===== config.mk =====
export PLATFORM = sky130hd
export DESIGN_NAME = sync_fifo_flags_flat
export DESIGN_NICKNAME = d
export VERILOG_FILES = /design/src/rtl/sync_fifo_flags_if.sv /design/src/rtl/sync_fifo_flags.sv /design/src/flat_wrapper.sv
export SDC_FILE = /design/constraint.sdc
export NUM_CORES = 1
export LEC_CHECK = 0
export ABC_CLOCK_PERIOD_IN_PS = 2690
export BUFFER_PORTS_ARGS = -buffer_cell sky130_fd_sc_hd__buf_2
export CORE_ASPECT_RATIO = 0.5
export CORE_UTILIZATION = 30
export CTS_CLUSTER_SIZE = 16
export DETAILED_ROUTE_END_ITERATION = 16
export GPL_TIMING_DRIVEN = 0
export HOLD_SLACK_MARGIN = 0.05
export SETUP_SLACK_MARGIN = 0.2
export SLEW_MARGIN = 20
export SYNTH_ARGS = -nofsm -noshare
export SYNTH_HDL_FRONTEND = slang
export SYNTH_SLANG_ARGS = --single-unit

===== constraint.sdc =====
create_clock -name clk -period 2.69 [get_ports clk]
set_clock_uncertainty 0.05 [all_clocks]
set_input_delay 0.538 -clock clk [delete_from_list [all_inputs] [get_ports clk]]
set_output_delay 0.538 -clock clk [all_outputs]
set_load 0.005 [all_outputs]

===== src/rtl/sync_fifo_flags_if.sv =====
// Handshake bundle for sync_fifo_flags: producer/consumer requests in, occupancy and error status out.
// master = the stage driving the FIFO, slave = the FIFO itself.
interface sync_fifo_flags_if #(
    parameter int DATA_WIDTH = 8,
    parameter int PTR_WIDTH  = 4
);
    logic                  wr_en;
    logic [DATA_WIDTH-1:0] wr_data;
    logic                  full;
    logic                  almost_full;
    logic                  rd_en;
    logic [DATA_WIDTH-1:0] rd_data;
    logic                  rd_valid;
    logic                  empty;
    logic                  almost_empty;
    logic [PTR_WIDTH:0]    count;
    logic                  overflow;
    logic                  underflow;
    logic                  err_clr;

    modport master (
        output wr_en, wr_data, rd_en, err_clr,
        input  full, almost_full, rd_data, rd_valid, empty, almost_empty,
               count, overflow, underflow
    );

    modport slave (
        input  wr_en, wr_data, rd_en, err_clr,
        output full, almost_full, rd_data, rd_valid, empty, almost_empty,
               count, overflow, underflow
    );
endinterface


===== src/rtl/sync_fifo_flags.sv =====
// Single-clock FIFO with registered flags, occupancy count and sticky overflow/underflow.
// Define SYNC_FIFO_FWFT_EN for first-word-fall-through reads; default is a registered 1-cycle read.
module sync_fifo_flags #(
    parameter int DATA_WIDTH = 8,
    parameter int PTR_WIDTH  = 4,
    parameter int AF_LEVEL   = 12,
    parameter int AE_LEVEL   = 4
) (
    input logic              clk,
    input logic              rst_n,
    sync_fifo_flags_if.slave bus
);
    localparam int DEPTH = 2 ** PTR_WIDTH;
    localparam int CW    = PTR_WIDTH + 1;

    typedef logic [CW-1:0] ptr_t;

    logic [DATA_WIDTH-1:0] mem [DEPTH];

    ptr_t wr_ptr, rd_ptr;
    ptr_t wr_ptr_next, rd_ptr_next, count_next;
    ptr_t count_q;
    logic full_q, empty_q, af_q, ae_q, ovf_q, udf_q;
    logic full_next, empty_next;
    logic wr_ok, rd_ok;

    // Acceptance uses the registered flags, i.e. the state seen at this edge.
    assign wr_ok = bus.wr_en && !full_q;
    assign rd_ok = bus.rd_en && !empty_q;

    // NOTE: every output of this block is assigned on every pass, so no latch is inferred;
    // combinational logic uses blocking '=' while the flops below use '<='.
    always_comb begin
        wr_ptr_next = wr_ptr + ptr_t'(wr_ok);
        rd_ptr_next = rd_ptr + ptr_t'(rd_ok);
        count_next  = wr_ptr_next - rd_ptr_next;
        empty_next  = (wr_ptr_next == rd_ptr_next);
        full_next   = (wr_ptr_next[PTR_WIDTH] != rd_ptr_next[PTR_WIDTH]) &&
                      (wr_ptr_next[PTR_WIDTH-1:0] == rd_ptr_next[PTR_WIDTH-1:0]);
    end

    always_ff @(posedge clk or negedge rst_n) begin
        if (!rst_n) begin
            wr_ptr  <= '0;
            rd_ptr  <= '0;
            count_q <= '0;
            empty_q <= 1'b1;
            full_q  <= 1'b0;
            ae_q    <= 1'b1;
            af_q    <= 1'b0;
            ovf_q   <= 1'b0;
            udf_q   <= 1'b0;
        end else begin
            wr_ptr  <= wr_ptr_next;
            rd_ptr  <= rd_ptr_next;
            count_q <= count_next;
            empty_q <= empty_next;
            full_q  <= full_next;
            ae_q    <= (count_next <= ptr_t'(AE_LEVEL));
            af_q    <= (count_next >= ptr_t'(AF_LEVEL));
            // A new error in the same cycle as err_clr keeps the flag set.
            if (bus.wr_en && full_q)      ovf_q <= 1'b1;
            else if (bus.err_clr)         ovf_q <= 1'b0;
            if (bus.rd_en && empty_q)     udf_q <= 1'b1;
            else if (bus.err_clr)         udf_q <= 1'b0;
        end
    end

    // NOTE: storage is deliberately not reset; only pointers define which entries are live.
    always_ff @(posedge clk) begin
        if (wr_ok) mem[wr_ptr[PTR_WIDTH-1:0]] <= bus.wr_data;
    end

`ifdef SYNC_FIFO_FWFT_EN
    assign bus.rd_data  = mem[rd_ptr[PTR_WIDTH-1:0]];
    assign bus.rd_valid = !empty_q;
`else
    logic [DATA_WIDTH-1:0] rd_data_q;
    logic                  rd_valid_q;

    always_ff @(posedge clk or negedge rst_n) begin
        if (!rst_n) begin
            rd_data_q  <= '0;
            rd_valid_q <= 1'b0;
        end else begin
            rd_valid_q <= rd_ok;
            if (rd_ok) rd_data_q <= mem[rd_ptr[PTR_WIDTH-1:0]];
        end
    end

    assign bus.rd_data  = rd_data_q;
    assign bus.rd_valid = rd_valid_q;
`endif

    assign bus.count        = count_q;
    assign bus.empty        = empty_q;
    assign bus.full         = full_q;
    assign bus.almost_empty = ae_q;
    assign bus.almost_full  = af_q;
    assign bus.overflow     = ovf_q;
    assign bus.underflow    = udf_q;
endmodule


===== src/flat_wrapper.sv =====
// flat-port wrapper written by rule: the top's interface ports become plain ports
module sync_fifo_flags_flat 
#(
    parameter int DATA_WIDTH = 8,
    parameter int PTR_WIDTH  = 4,
    parameter int AF_LEVEL   = 12,
    parameter int AE_LEVEL   = 4
)
  (clk, rst_n, bus_wr_en, bus_wr_data, bus_rd_en, bus_err_clr, bus_full, bus_almost_full, bus_rd_data, bus_rd_valid, bus_empty, bus_almost_empty, bus_count, bus_overflow, bus_underflow);
  sync_fifo_flags_if #(.DATA_WIDTH(DATA_WIDTH), .PTR_WIDTH(PTR_WIDTH)) bus_i ();
  input logic clk;
  input logic rst_n;
  input wire logic [$bits(bus_i.wr_en)-1:0] bus_wr_en;
  input wire logic [$bits(bus_i.wr_data)-1:0] bus_wr_data;
  input wire logic [$bits(bus_i.rd_en)-1:0] bus_rd_en;
  input wire logic [$bits(bus_i.err_clr)-1:0] bus_err_clr;
  output wire logic [$bits(bus_i.full)-1:0] bus_full;
  output wire logic [$bits(bus_i.almost_full)-1:0] bus_almost_full;
  output wire logic [$bits(bus_i.rd_data)-1:0] bus_rd_data;
  output wire logic [$bits(bus_i.rd_valid)-1:0] bus_rd_valid;
  output wire logic [$bits(bus_i.empty)-1:0] bus_empty;
  output wire logic [$bits(bus_i.almost_empty)-1:0] bus_almost_empty;
  output wire logic [$bits(bus_i.count)-1:0] bus_count;
  output wire logic [$bits(bus_i.overflow)-1:0] bus_overflow;
  output wire logic [$bits(bus_i.underflow)-1:0] bus_underflow;
  assign bus_i.wr_en = bus_wr_en;
  assign bus_i.wr_data = bus_wr_data;
  assign bus_i.rd_en = bus_rd_en;
  assign bus_i.err_clr = bus_err_clr;
  assign bus_full = bus_i.full;
  assign bus_almost_full = bus_i.almost_full;
  assign bus_rd_data = bus_i.rd_data;
  assign bus_rd_valid = bus_i.rd_valid;
  assign bus_empty = bus_i.empty;
  assign bus_almost_empty = bus_i.almost_empty;
  assign bus_count = bus_i.count;
  assign bus_overflow = bus_i.overflow;
  assign bus_underflow = bus_i.underflow;
  sync_fifo_flags #(.DATA_WIDTH(DATA_WIDTH), .PTR_WIDTH(PTR_WIDTH), .AF_LEVEL(AF_LEVEL), .AE_LEVEL(AE_LEVEL)) u_core (.clk(clk), .rst_n(rst_n), .bus(bus_i));
endmodule

---- After elaboration in Yosys (flattened, before gate mapping) ----
Memories as Yosys holds them, arrays and structs flattened. A register that Yosys moved wholly into a read port is not among the register bits.
Cells that the tools add are included.
storage, ports and cells
  input port bits ......................... 13
  bits in writable memories ............... 128
  memories kept ........................... 1
  output and inout bits ................... 20
  logic and storage cells ................. 34
  register bits ........................... 22
cells by class
  add/subtract/negate cells ............... 3
  muxes and demuxes ....................... 5
  reduce and logical (&&, ||, !) cells .... 10
  equality and inequality tests ........... 3
  magnitude comparators ................... 2
memories
  name        depth  width  read ports  clocked after Yosys merged registers in  wr ports  RTL line               text
  u_core.mem  16     8      1           1                                        1         sync_fifo_flags.sv:18  logic [DATA_WIDTH-1:0] mem [DEPTH];
operators with widths
  kind                  count
  $add A5 B1 Y5         2
  $eq A5 B5 Y1          1
  $ge A5 B4 Y1 const B  1
  $le A5 B3 Y1 const B  1
  $logic_and A1 B1 Y1   5
  $mux W1               5
  $sub A5 B5 Y5         1
  $eq A4 B4 Y1          1
  $reduce_bool A2 Y1    2
  $logic_not A1 Y1      3
  $ne A1 B1 Y1          1

---- Logic depth before layout (Yosys ltp) ----
  depth after elaboration ................. 5
  depth in mapped cells ................... 11

---- Least setup slack after synthesis ----
OpenSTA, ideal clock, no wires.
  path type ............................... input to register
  start ................................... input bus_rd_en
  end ..................................... register u_core.ae_q (netlist: u_core.bus.almost_empty)
  data required time ...................... 2.560 ns
  slack ................................... -0.088 ns
  stages on the path ...................... 11
  buffers on the path ..................... 2
  arrival ................................. 2.648 ns
  path through ............................ nor2b_1 -> buf_1 -> and2_1 -> ha_1 -> clkbuf_1 -> nand2b_1 -> nor3b_1 -> a211oi_1 -> o31a_1 -> or3_1 -> o2111a_1
between the ends
  cells in the longest elaborated chain, start to end .. 4
RTL lines
  what                       RTL line               text
  start, declared            flat_wrapper.sv:15     input wire logic [$bits(bus_i.rd_en)-1:0] bus_rd_en;
  $logic_and A1 B1 Y1        sync_fifo_flags.sv:29  assign rd_ok = bus.rd_en && !empty_q;
  via u_core.rd_ok           sync_fifo_flags.sv:25  logic wr_ok, rd_ok;
  $add A5 B1 Y5              sync_fifo_flags.sv:35  rd_ptr_next = rd_ptr + ptr_t'(rd_ok);
  via u_core.rd_ptr_next[1]  sync_fifo_flags.sv:21  ptr_t wr_ptr_next, rd_ptr_next, count_next;
  $sub A5 B5 Y5              sync_fifo_flags.sv:36  count_next = wr_ptr_next - rd_ptr_next;
  $le A5 B3 Y1               sync_fifo_flags.sv:59  ae_q <= (count_next <= ptr_t'(AE_LEVEL));
  end signal, assigned       sync_fifo_flags.sv:59
  end, declared              sync_fifo_flags.sv:23  logic full_q, empty_q, af_q, ae_q, ovf_q, udf_q;
The timed path passes the listed nets, and every way through them passes these cells.
A chain may end at the register's enable or synchronous reset.

---- Worst setup path after layout ----
  start ................................... register u_core.empty_q (netlist: u_core.bus.empty)
  end ..................................... register u_core.ae_q (netlist: u_core.bus.almost_empty)
between the ends
  cells in the longest elaborated chain, start to end .. 5
RTL lines
  what                       RTL line               text
  start, declared            sync_fifo_flags.sv:23
  start signal, assigned     sync_fifo_flags.sv:57  empty_q <= empty_next;
  $logic_not A1 Y1           sync_fifo_flags.sv:29
  $logic_and A1 B1 Y1        sync_fifo_flags.sv:29
  via u_core.rd_ok           sync_fifo_flags.sv:25
  $add A5 B1 Y5              sync_fifo_flags.sv:35
  via u_core.rd_ptr_next[1]  sync_fifo_flags.sv:21
  $sub A5 B5 Y5              sync_fifo_flags.sv:36
  $le A5 B3 Y1               sync_fifo_flags.sv:59
The timed path passes the listed nets, and every way through them passes these cells.

==> results.md <==
* Commonest register cell after synthesis: edfxtp_1
* Proportion of synthesized flip-flops having asynchronous set or reset at 19.0%
* Vias after detailed routing at 3066
* Worst slack, placed at -59.4 ps
* P_sw at 0.00297 W
* Final Setup Violations at 0
* Worst-path fanout max at 7
* Fin cells at 649
* Final worst slack at 234 ps
* Buffer cell driving the clock tree root: clkbuf_16
* Vertical die dimension at 104 microns
* Worst min-delay path class: input pin to asynchronous set/reset pin
* Kind of launch point of the worst setup path: flip-flop
* Post-synth EDFFs at 128
* Htree depth at 4
* Global-route congestion overflow total at 0
* Setup CP Type: flip-flop to flip-flop
* Post-DRT Antenna Nets at 0
* Cell type contributing the most total cell area after synthesis: edfxtp_1
* Simple-gate share of the synthesized area at 3.95%
* Routed wire length at 12700 microns
* Sort of element at the end of the critical path: flip-flop
* Max-cap viol count at 0
* Combinational family with the most area after synthesis: multiplexers
* Final Slew Violations at 0
* Vias in the first global route at 3108
* Unrepaired setup endpoints after global routing: yes
* Wire length of the first global-routing pass at 19300 microns
* Standby leakage power at 2.58 nW
* Overall die area at 0.0216 sq mm
* Internal at 0.00616 W
* Number of synthesis warnings at 0
* Required time of the critical path at 2980 ps
* Util after Layout at 37.7%
* Clock insertion delay at the later pin of the skew report at 420 ps
* Share of the clock period used by the worst path at 91.3%
* Result of the run: finished with violations
* Worst max-slew margin expressed relative to the limit at 39.6%
* Num Clock Sinks at 158
* Dominant cell by count in the synthesized netlist: edfxtp_1
* Synth Area in Compound Gates at 1.67%
* Multiplexer fraction of the synthesized cell area at 15.8%
* PD cells at 1210 mW/mm^2
* I/O pin count at 33
* Final hold slack at 108 ps
* Synthesized instance count at 316
* Sequential Power Share at 35.8%
* Largest net degree at the start of global routing at 31
* Via density per instance at 4.72
* Minimum clock period after layout at 2460 ps
* Number of buffers inserted by hold repair at cts at 0
* Placer Congestion at 0.787
* Leading post-synthesis cells by cell area: edfxtp_1, mux4_2, dfrtp_1
* Maximum resistive drop on vdd at 0.000455 V
* Clock slew at reported path FFs at 60 ps
* Synth Area per Inst at 19.9 sq um
* Upper clock frequency limit at 407 MHz
* Seq cells post-synth at 158
* Core Rows at 36
* Initial drt markers at 400
* Area growth from synthesis to final layout at 19.7%
* Proportion of layout cells with a drive suffix above 1 at 38.4%
* Adder-cell area share of the yosys netlist at 0.757%
* Number of buffers created by CTS at 17
* Share of total power in the clock network at 25.2%
* Share of total power in combinational logic at 39.0%
* Number of antenna violations at the first check in global routing at 0
* Placed Instances at 614
* Clock tree from TritonCTS: yes
* Number of fillers in the final layout at 1821
* Synth top area share at 61.2%
* Half-perimeter wire length after detailed placement at 8300 microns
* Share of synthesized area occupied by flip-flops and latches at 73.2%
* Final count of hold timing violations at 0
* Violated checks: design-rule violations
* Average wire per standard cell at 19.6 microns
* Count of distinct cell types in the synthesized netlist at 40
* Number of optimization iterations in the first detailed-route pass at 12
* Post-synthesis net count at 332
* Placeable core region at 0.0200 sq mm
* Max clock buf depth at 2
* Number of nets in the layout at 386
* Switching fraction of total power at 32.5%
* N_diodes at 0
* Most used standard cells in the synthesized netlist: edfxtp_1, mux4_2, dfrtp_1
* Starting Density at 31.5%
* Residual DRC at 6
* Actual slew at the worst max-slew pin at 902 ps
* Width of the die at 207 microns
* Global-route usage over all layers at 12.7%
* Port buffer count at 32
* Combined area of all synthesized cells at 0.00628 sq mm
* Xor/xnor share of the synthesized area at 2.39%
* Worst Path Arrival at 2750 ps
==> kinds of logic (layout without fill, tap and decap cells) <==
group | count (synthesis) | after routing
AO/OA/AOI/OAI | 14 | 14
XOR/XNOR | 15 | 15
adder cells (fa/ha/maj) | 4 | 4
buffers and inverters | 28 | 95
flip-flops | 158 | 158
multiplexers | 48 | 48
AND/OR/NAND/NOR | 49 | 49
==> placed cells by master (no fill, tap or decap), types with 5 or more instances in the layout <==
cell type,n
xnor2_1,6
mux4_2,40
buf_2,34
edfxtp_1,128
nor2_1,15
inv_1,13
mux2_2,8
clkbuf_16,18
dfrtp_1,28
nand2_1,8
buf_6,5
==> through the flow <==
stage	TNS [ps]	instance area (sq um)	total power (W)
after floorplan	0	6340	0.00574
after global placement	-259	6840	0.00664
after detailed placement	-386	6860	0.00669
after CTS	0	7460	0.00908
after global routing	0	7520	0.00961
final	0	7520	0.00913
==> timing repair <==
action | in CTS | in global routing
endpoints found under the hold margin | 0 | 0
pin swaps | 1 | 6
endpoints found under the setup margin | 11 | 12
buffers inserted | 2 | 1
gates resized for setup | 5 | 14
==> power by group through the flow <==
stage | clock network, W | registers, W | logic [W]
floorplan | 0 | 0.00331 | 0.00243
global placement | 0 | 0.00331 | 0.00333
detailed placement | 0 | 0.00332 | 0.00337
CTS | 0.00235 | 0.00327 | 0.00347
global route | 0.00244 | 0.00332 | 0.00386
finish | 0.00230 | 0.00327 | 0.00356
==> layer usage <==
layer	vias to the layer above	GRT usage [%]	part of all wire, %
met5	-	0	0
met4	0	4.73	1.2
met3	17	2.82	5.4
met2	86	19.9	48
met1	1611	17.3	45
li1	1352	-	-
==> flip-flops by register name, summed over array words and instances (netlist names) <==
register / count
u_core.bus.underflow: 1
u_core.bus.almost_full: 1
u_core.bus.overflow: 1
u_core.bus.empty: 1
u_core.bus.full: 1
u_core.wr_ptr: 5
u_core.bus.almost_empty: 1
u_core.bus.rd_data: 8
u_core.rd_ptr: 5
u_core.bus.count: 5
u_core.mem: 128
u_core.bus.rd_valid: 1
==> worst max-delay path: stages (launching register included) <==
cell and delay, ps:
dfstp_2 550, nor2b_4 50, buf_6 120, and2_4 150
ha_4 260, clkbuf_16 140, nand2b_4 60, nor3b_2 170
a211oi_2 60, o31a_1 310, or3_4 340, o2111a_1 130
==> cell type report <==
type	count	area [sq um]	share of cell area, %
sequential	158	4600	61.2
clock inverter	14	134	1.78
tap	266	333	4.43
clock buffer	18	429	5.71
timing repair buffer	35	183	2.43
multi-input combinational	130	1650	22.0
inverter	13	48.8	0.649
buffer	15	140	1.86
==> worst paths after layout <==
check | to | cells past startpoint | from | slack (ps)
max | u_core.bus.almost_empty | 11 | u_core.bus.empty | 230
min | u_core.bus.underflow | 1 | rst_n | 110
max reg2reg | u_core.bus.almost_empty | 11 | u_core.bus.empty | 230
min reg2reg | u_core.bus.rd_data[7] | 1 | u_core.bus.rd_data[7] | 450
max in group asynchronous | u_core.wr_ptr[3] | 1 | rst_n | 2040
min in group clk | u_core.bus.underflow | 2 | bus_err_clr | 280
Power figures use the tool's default switching activity.
